[src/rtl/ps2_pkg.sv]
// Shared definitions for the PS/2 receiver and scancode-to-key decoder:
// decoder states, prefix/status byte values and the key-table entry width.
package ps2_pkg;

  typedef enum logic [2:0] {
    ST_IDLE,
    ST_EXT,
    ST_BRK,
    ST_EXTBRK,
    ST_SKIP
  } dec_state_e;

  localparam logic [7:0] SC_EXT    = 8'hE0;
  localparam logic [7:0] SC_BRK    = 8'hF0;
  localparam logic [7:0] SC_PAUSE  = 8'hE1;
  localparam logic [7:0] SC_OVR0   = 8'h00;
  localparam logic [7:0] SC_OVR1   = 8'hFF;
  localparam logic [7:0] SC_BAT    = 8'hAA;
  localparam logic [7:0] SC_ACK    = 8'hFA;
  localparam logic [7:0] SC_RESEND = 8'hFE;

  // The Pause key emits E1 followed by seven more bytes that carry no key state.
  localparam logic [2:0] PAUSE_SKIP = 3'd7;

  localparam int ENTRY_W = 9;

endpackage

[src/rtl/ps2_rx.sv]
// PS/2 serial receiver: synchronises kclk/kdat, shifts one bit per falling
// kclk edge, checks parity/stop and flushes stalled frames after a timeout.
module ps2_rx #(
  parameter int TOUT_W = 12
) (
  input  logic       clk,
  input  logic       reset,
  input  logic       kclk,
  input  logic       kdat,
  output logic       sc_valid,
  output logic [7:0] sc_data,
  output logic       err
);

  logic [1:0]        kclk_sync;
  logic [1:0]        kdat_sync;
  logic              kclk_prev;
  logic [10:0]       shift;
  logic [TOUT_W-1:0] tout_cnt;

  logic fall;
  logic frame_done;
  logic frame_good;
  logic timeout;
  logic partial;

  assign fall       = kclk_prev & ~kclk_sync[1];
  // The start bit (0) enters at bit 10; once it reaches bit 0 all 11 bits are in.
  assign frame_done = ~shift[0];
  assign frame_good = shift[10] & (^shift[9:1]);
  assign timeout    = &tout_cnt;
  assign partial    = ~&shift;

  // NOTE: every register here uses non-blocking assignment so all flops
  // sample the same pre-edge values regardless of statement order.
  always_ff @(posedge clk) begin
    if (reset) begin
      kclk_sync <= 2'b11;
      kdat_sync <= 2'b11;
      kclk_prev <= 1'b1;
      shift     <= '1;
      tout_cnt  <= '0;
      sc_valid  <= 1'b0;
      sc_data   <= '0;
      err       <= 1'b0;
    end else begin
      kclk_sync <= {kclk_sync[0], kclk};
      kdat_sync <= {kdat_sync[0], kdat};
      kclk_prev <= kclk_sync[1];
      sc_valid  <= 1'b0;
      err       <= 1'b0;

      if (fall)
        tout_cnt <= '0;
      else if (!timeout)
        tout_cnt <= tout_cnt + TOUT_W'(1);

      // A falling edge outranks the timeout so a bit landing in that cycle is kept.
      if (frame_done) begin
        shift    <= '1;
        sc_valid <= frame_good;
        err      <= ~frame_good;
        if (frame_good)
          sc_data <= shift[8:1];
      end else if (fall) begin
        shift <= {kdat_sync[1], shift[10:1]};
      end else if (timeout) begin
        shift <= '1;
        err   <= partial;
      end
    end
  end

endmodule

[src/rtl/ps2_keymap.sv]
// PS/2 keyboard front end: decodes E0/F0/E1 prefixed scancodes from ps2_rx
// and maintains a held-key bitmap for the keys listed in KEYMAP.
module ps2_keymap
  import ps2_pkg::*;
#(
  parameter int                         NKEYS  = 16,
  parameter int                         TOUT_W = 12,
  parameter logic [ENTRY_W*NKEYS-1:0]   KEYMAP = '0
) (
  input  logic             clk,
  input  logic             reset,
  input  logic             kclk,
  input  logic             kdat,
  output logic [NKEYS-1:0] keys,
  output logic             sc_valid,
  output logic [7:0]       sc_data,
  output logic             key_evt,
  output logic [5:0]       key_idx,
  output logic             key_down,
  output logic             err
);

  ps2_rx #(
    .TOUT_W (TOUT_W)
  ) u_rx (
    .clk      (clk),
    .reset    (reset),
    .kclk     (kclk),
    .kdat     (kdat),
    .sc_valid (sc_valid),
    .sc_data  (sc_data),
    .err      (err)
  );

  dec_state_e state, state_next;
  logic [2:0] skip_cnt, skip_next;
  logic       do_code;
  logic       do_clear;
  logic       code_ext;
  logic       code_rel;

  always_ff @(posedge clk) begin
    if (reset) begin
      state    <= ST_IDLE;
      skip_cnt <= '0;
    end else begin
      state    <= state_next;
      skip_cnt <= skip_next;
    end
  end

  // NOTE: each output of this block is given a default first, so no path
  // leaves a signal unassigned and no latch is inferred.
  always_comb begin
    state_next = state;
    skip_next  = skip_cnt;
    do_code    = 1'b0;
    do_clear   = 1'b0;
    code_ext   = 1'b0;
    code_rel   = 1'b0;

    if (err) begin
      state_next = ST_IDLE;
      skip_next  = '0;
    end else if (sc_valid) begin
      unique case (state)
        ST_IDLE: begin
          if (sc_data == SC_EXT) begin
            state_next = ST_EXT;
          end else if (sc_data == SC_BRK) begin
            state_next = ST_BRK;
          end else if (sc_data == SC_PAUSE) begin
            state_next = ST_SKIP;
            skip_next  = PAUSE_SKIP;
          end else if (sc_data == SC_OVR0 || sc_data == SC_OVR1) begin
            do_clear = 1'b1;
          end else if (sc_data != SC_BAT && sc_data != SC_ACK &&
                       sc_data != SC_RESEND) begin
            do_code = 1'b1;
          end
        end
        ST_EXT: begin
          if (sc_data == SC_BRK) begin
            state_next = ST_EXTBRK;
          end else begin
            state_next = ST_IDLE;
            do_code    = 1'b1;
            code_ext   = 1'b1;
          end
        end
        ST_BRK: begin
          state_next = ST_IDLE;
          do_code    = 1'b1;
          code_rel   = 1'b1;
        end
        ST_EXTBRK: begin
          state_next = ST_IDLE;
          do_code    = 1'b1;
          code_ext   = 1'b1;
          code_rel   = 1'b1;
        end
        ST_SKIP: begin
          if (skip_cnt <= 3'd1) begin
            state_next = ST_IDLE;
            skip_next  = '0;
          end else begin
            skip_next = skip_cnt - 3'd1;
          end
        end
        default: begin
          state_next = ST_IDLE;
          skip_next  = '0;
        end
      endcase
    end
  end

  logic [NKEYS-1:0] match;
  logic             hit;
  logic [5:0]       hit_idx;
  logic             hit_state;

  // Descending scan so the lowest matching index is the one left in hit_idx.
  always_comb begin
    logic [ENTRY_W-1:0] entry;
    match     = '0;
    hit       = 1'b0;
    hit_idx   = '0;
    hit_state = 1'b0;
    entry     = '0;
    for (int i = NKEYS - 1; i >= 0; i--) begin
      entry = KEYMAP[i*ENTRY_W +: ENTRY_W];
      if (entry != '0 && entry == {code_ext, sc_data}) begin
        match[i]  = 1'b1;
        hit       = 1'b1;
        hit_idx   = 6'(i);
        hit_state = keys[i];
      end
    end
  end

  always_ff @(posedge clk) begin
    if (reset) begin
      keys     <= '0;
      key_evt  <= 1'b0;
      key_idx  <= '0;
      key_down <= 1'b0;
    end else begin
      key_evt <= 1'b0;
      if (do_clear) begin
        keys <= '0;
      end else if (do_code) begin
        keys <= code_rel ? (keys & ~match) : (keys | match);
        // Typematic repeats re-send the make code; only a real change is reported.
        if (hit && hit_state == code_rel) begin
          key_evt  <= 1'b1;
          key_idx  <= hit_idx;
          key_down <= ~code_rel;
        end
      end
    end
  end

endmodule

[config.mk]
export PLATFORM = sky130hd
export DESIGN_NAME = ps2_keymap
export DESIGN_NICKNAME = d
export VERILOG_FILES = /design/src/rtl/ps2_pkg.sv /design/src/rtl/ps2_rx.sv /design/src/rtl/ps2_keymap.sv
export SDC_FILE = /design/constraint.sdc
export NUM_CORES = 1
export LEC_CHECK = 0
export BUFFER_PORTS_ARGS = -buffer_cell sky130_fd_sc_hd__buf_2
export CORE_MARGIN = 4
export CORE_UTILIZATION = 59
export CTS_BUF_LIST = sky130_fd_sc_hd__clkbuf_8
export CTS_CLUSTER_SIZE = 8
export DETAILED_ROUTE_END_ITERATION = 10
export PLACE_DENSITY = 0.85
export SYNTH_ARGS = -nofsm -noshare
export SYNTH_HDL_FRONTEND = slang
export SYNTH_SLANG_ARGS = --single-unit
[constraint.sdc]
create_clock -name clk -period 4 [get_ports clk]
set_input_delay 0.4 -clock clk [delete_from_list [all_inputs] [get_ports clk]]
set_output_delay 0.4 -clock clk [all_outputs]
set_load 0.01 [all_outputs]
==> impl_metrics.csv <==
group,metric,value,unit
die,rows,19,
clock_network,cts_sinks,38,
grt,grt_pass1_wl,5.161,mm
synthesis,synthCells,201,
hold_path,whs_path_depth,2,
critical_path,worst-path-buf-inv,0,
clock_network,cts_tree,"done",
timing,slew_headroom,49.01,%
timing,fmax,0.5157,GHz
die,fp.dieH,63.34,um
routing,drtPass1Iterations,4,
hold_path,hp-start,"kdat",
clock_network,clk_pin_slew,0.08,ns
critical_path,worstPathArrival,2.15,ns
grt,grt_overflow,0,
synthesis,yosysTopAreaCellShare,42.11,%
critical_path,crit_slowest_cell,"xnor3_1",
critical_path,rr_worst_depth,4,
power,ir_drop,0.2967,mV
timing,grt_setup_unrepaired,"false",
timing,finClkSkew,0.009186,ns
critical_path,crit_type,"register to register",
synthesis,synthTopCellsByArea,"dfxtp_1 (42%), buf_4 (10%), nand2b_1 (5.5%)",
synthesis,ys_warn_count,0,
clock_network,hold_buffers,0,
grt,grt_util_all_layers,15.66,%
die,initial_utilization,63.87,%
routing,wire_per_inst,12.14,um
power,netSwitchingFraction,20.09,%
routing,drc,0,
flow_run,maxCapViolCount,0,
power,p_comb_share,4.0,%
power,seqPwrFrac,48.1,%
timing,finalSetupViolations,0,
synthesis,synth_area,1807,um2
power,p_leak,0.7890,nW
cells_and_area,fillers,238,
timing,holdWs,0.2967,ns
routing,vias,1306,
critical_path,crit_family,"multiplexers",
critical_path,rrSetupSlack,2.06,ns
cells_and_area,final_cell_mix,"dfxtp_1 (38), conb_1 (24), nor2_1 (17)",
power,p_clk_share,47.8,%
cells_and_area,nets,218,
critical_path,r2r_start,"u_rx.shift[1]$_SDFFE_PP1P_",
critical_path,crit_fanout,10,
place,post-place-cells,237,
routing,antenna_left,0,
synthesis,ys_types,32,
die,die_area,4011,um2
synthesis,syn-mean-instance-area,8.989,um2
cells_and_area,diodes,0,
timing,hold_violations,0,
critical_path,cp-end-kind,"register",
timing,tightest_slew,0.7632,ns
clock_network,cts_setup_buffers,0,
timing,setup_tns,0,ns
die,ios,38,
critical_path,critPathLaunchType,"register",
clock_network,postCtsResizedCells,0,
cells_and_area,final_cells,245,
cells_and_area,syn2layout_area_growth,6.856,%
routing,avgViaCountPerCell,5.331,
die,dieWidth,63.34,um
hold_path,hold_path_end,"u_rx.kdat_sync[0]$_SDFF_PP1_",
critical_path,crit_required,4.21,ns
critical_path,crit_chain,"xnor3_1, or3b_4, mux2i_4, mux2i_1",
clock_network,clockBufferDepth,2,
clock_network,cts_made_buffers,5,
cells_and_area,multi_input_area,913.4,um2
timing,fin_crit_sh,48.48,%
routing,drt_iter0_markers,47,
critical_path,regToRegEndpoint,"u_rx.sc_data[6]$_SDFFE_PP0P_",
place,gp_congestion,0.7984,
power,p_int,0.6419,mW
outcome,status,"finished clean",
grt,grt_max_degree,27,
place,hpwl,2.059,mm
cells_and_area,layout_commonest_cell,"dfxtp_1",
clock_network,clock_latency,0.29,ns
synthesis,ys_seq_elements,38,
grt,grt_pass1_vias,1229,
cells_and_area,post_route_cells_drive_above_1_share,13.55,%
cells_and_area,ff_latch_area,760.7,um2
power,power_switching,0.1614,mW
synthesis,yosysSeqAreaShare,42.11,%
place,numPortBuffers,13,
clock_network,cts-root-buf,"clkbuf_8",
grt,antenna_found_initial,0,
die,core,2829,um2
critical_path,cp_slowest_stage_delay,0.44,ns
timing,min_period,1.939,ns
routing,routed_wl,2.974,mm
timing,maxSlewViolCount,0,
hold_path,hp-class,"input pin to register",
power,power_density,416.1,nW/um2
clock_network,htreeDepth,2,
synthesis,synth_top_cell_by_area,"dfxtp_1",
## synthesized netlist by cell type (all sizes together)
cell type	number
inv	2
buf	26
or3b	1
nand3	4
nor3	14
mux2i	9
and2	1
o311ai	2
nor2b	4
xnor3	2
or2b	2
nand2	5
or3	2
a211oi	2
dfxtp	38
o21ai	14
a21oi	8
ha	1
conb	1
o31ai	1
xnor2	6
nand3b	1
nor2	17
or2	5
nand4	6
nand2b	16
clkbuf	6
xor2	4
and3	1
## power groups by stage
stage	logic (mW)	clock network [mW]	registers, mW
2_1_floorplan	0.0451	0	0.394
3_3_place_gp	0.0317	0	0.395
3_5_place_dp	0.0319	0	0.395
4_1_cts	0.0319	0.392	0.386
5_1_grt	0.0364	0.409	0.388
6_report	0.0324	0.384	0.387
## worst max path at each step
stage / cells after the start / start / endpoint
2_1_floorplan: 4 / u_rx.shift[1]$_SDFFE_PP1P_ / u_rx.sc_data[0]$_SDFFE_PP0P_
3_3_place_gp: 4 / u_rx.shift[1]$_SDFFE_PP1P_ / u_rx.sc_data[4]$_SDFFE_PP0P_
3_5_place_dp: 4 / u_rx.shift[1]$_SDFFE_PP1P_ / u_rx.sc_data[5]$_SDFFE_PP0P_
4_1_cts: 4 / u_rx.shift[1]$_SDFFE_PP1P_ / u_rx.sc_data[6]$_SDFFE_PP0P_
5_1_grt: 4 / u_rx.shift[1]$_SDFFE_PP1P_ / u_rx.sc_data[5]$_SDFFE_PP0P_
6_report: 4 / u_rx.shift[1]$_SDFFE_PP1P_ / u_rx.sc_data[6]$_SDFFE_PP0P_
## cell type report
| class | count | share of cell area, % |
|---|---|---|
| clock buffer | 5 | 3.564 |
| timing repair buffer | 14 | 3.759 |
| sequential | 38 | 39.40 |
| inverter | 2 | 0.3889 |
| clock inverter | 3 | 3.564 |
| multi-input combinational | 152 | 47.31 |
| tap | 31 | 2.009 |
## through the flow
stage	area (um2)	total power, mW	utilization (%)	setup slack, ns
after global placement	1793	0.4269	63.38	2.141
after floorplan	1893	0.4396	-	2.249
after global routing	1931	0.8328	68.24	1.961
final	1931	0.8033	68.24	2.061
after detailed placement	1793	0.4272	63.38	2.080
after CTS	1931	0.8101	68.24	2.034
## layer usage
metal | share of wire (%) | vias up | global-route usage [%]
met5 | 0 | - | 0
met4 | 2.0 | 0 | 6.739
met3 | 3.9 | 6 | 3.730
met2 | 50 | 24 | 27.64
met1 | 44 | 623 | 17.83
li1 | - | 653 | -
## cell families (layout without fill, tap and decap cells)
logic type,after synthesis,count (layout),share of synthesized area [%]
other,1,24,0.2076
xor gates and xnor gates,12,12,7.340
adders and majority gates,1,1,0.6924
and+or+nand+nor,79,79,23.55
buffers and inverters,34,24,12.12
muxes,9,9,5.679
AOI/OAI and AO/OA,27,27,8.311
DFF,38,38,42.11
## worst reg2reg max path: cells and delay by family, from the launching register on
kind / cells / cell delay, ns
DFF: 1 / 0.39
xor gates and xnor gates: 1 / 0.44
muxes: 2 / 0.64
and+or+nand+nor: 1 / 0.40
## sequential cells by signal, summed over array words and instances (netlist names)
signal          count
u_rx.sc_data        8
u_rx.tout_cnt      12
u_rx.kclk_prev      1
u_rx.kdat_sync      2
u_rx.shift         11
u_rx.err            1
u_rx.sc_valid       1
u_rx.kclk_sync      2
Note: power is estimated with default switching activity, not from simulation.
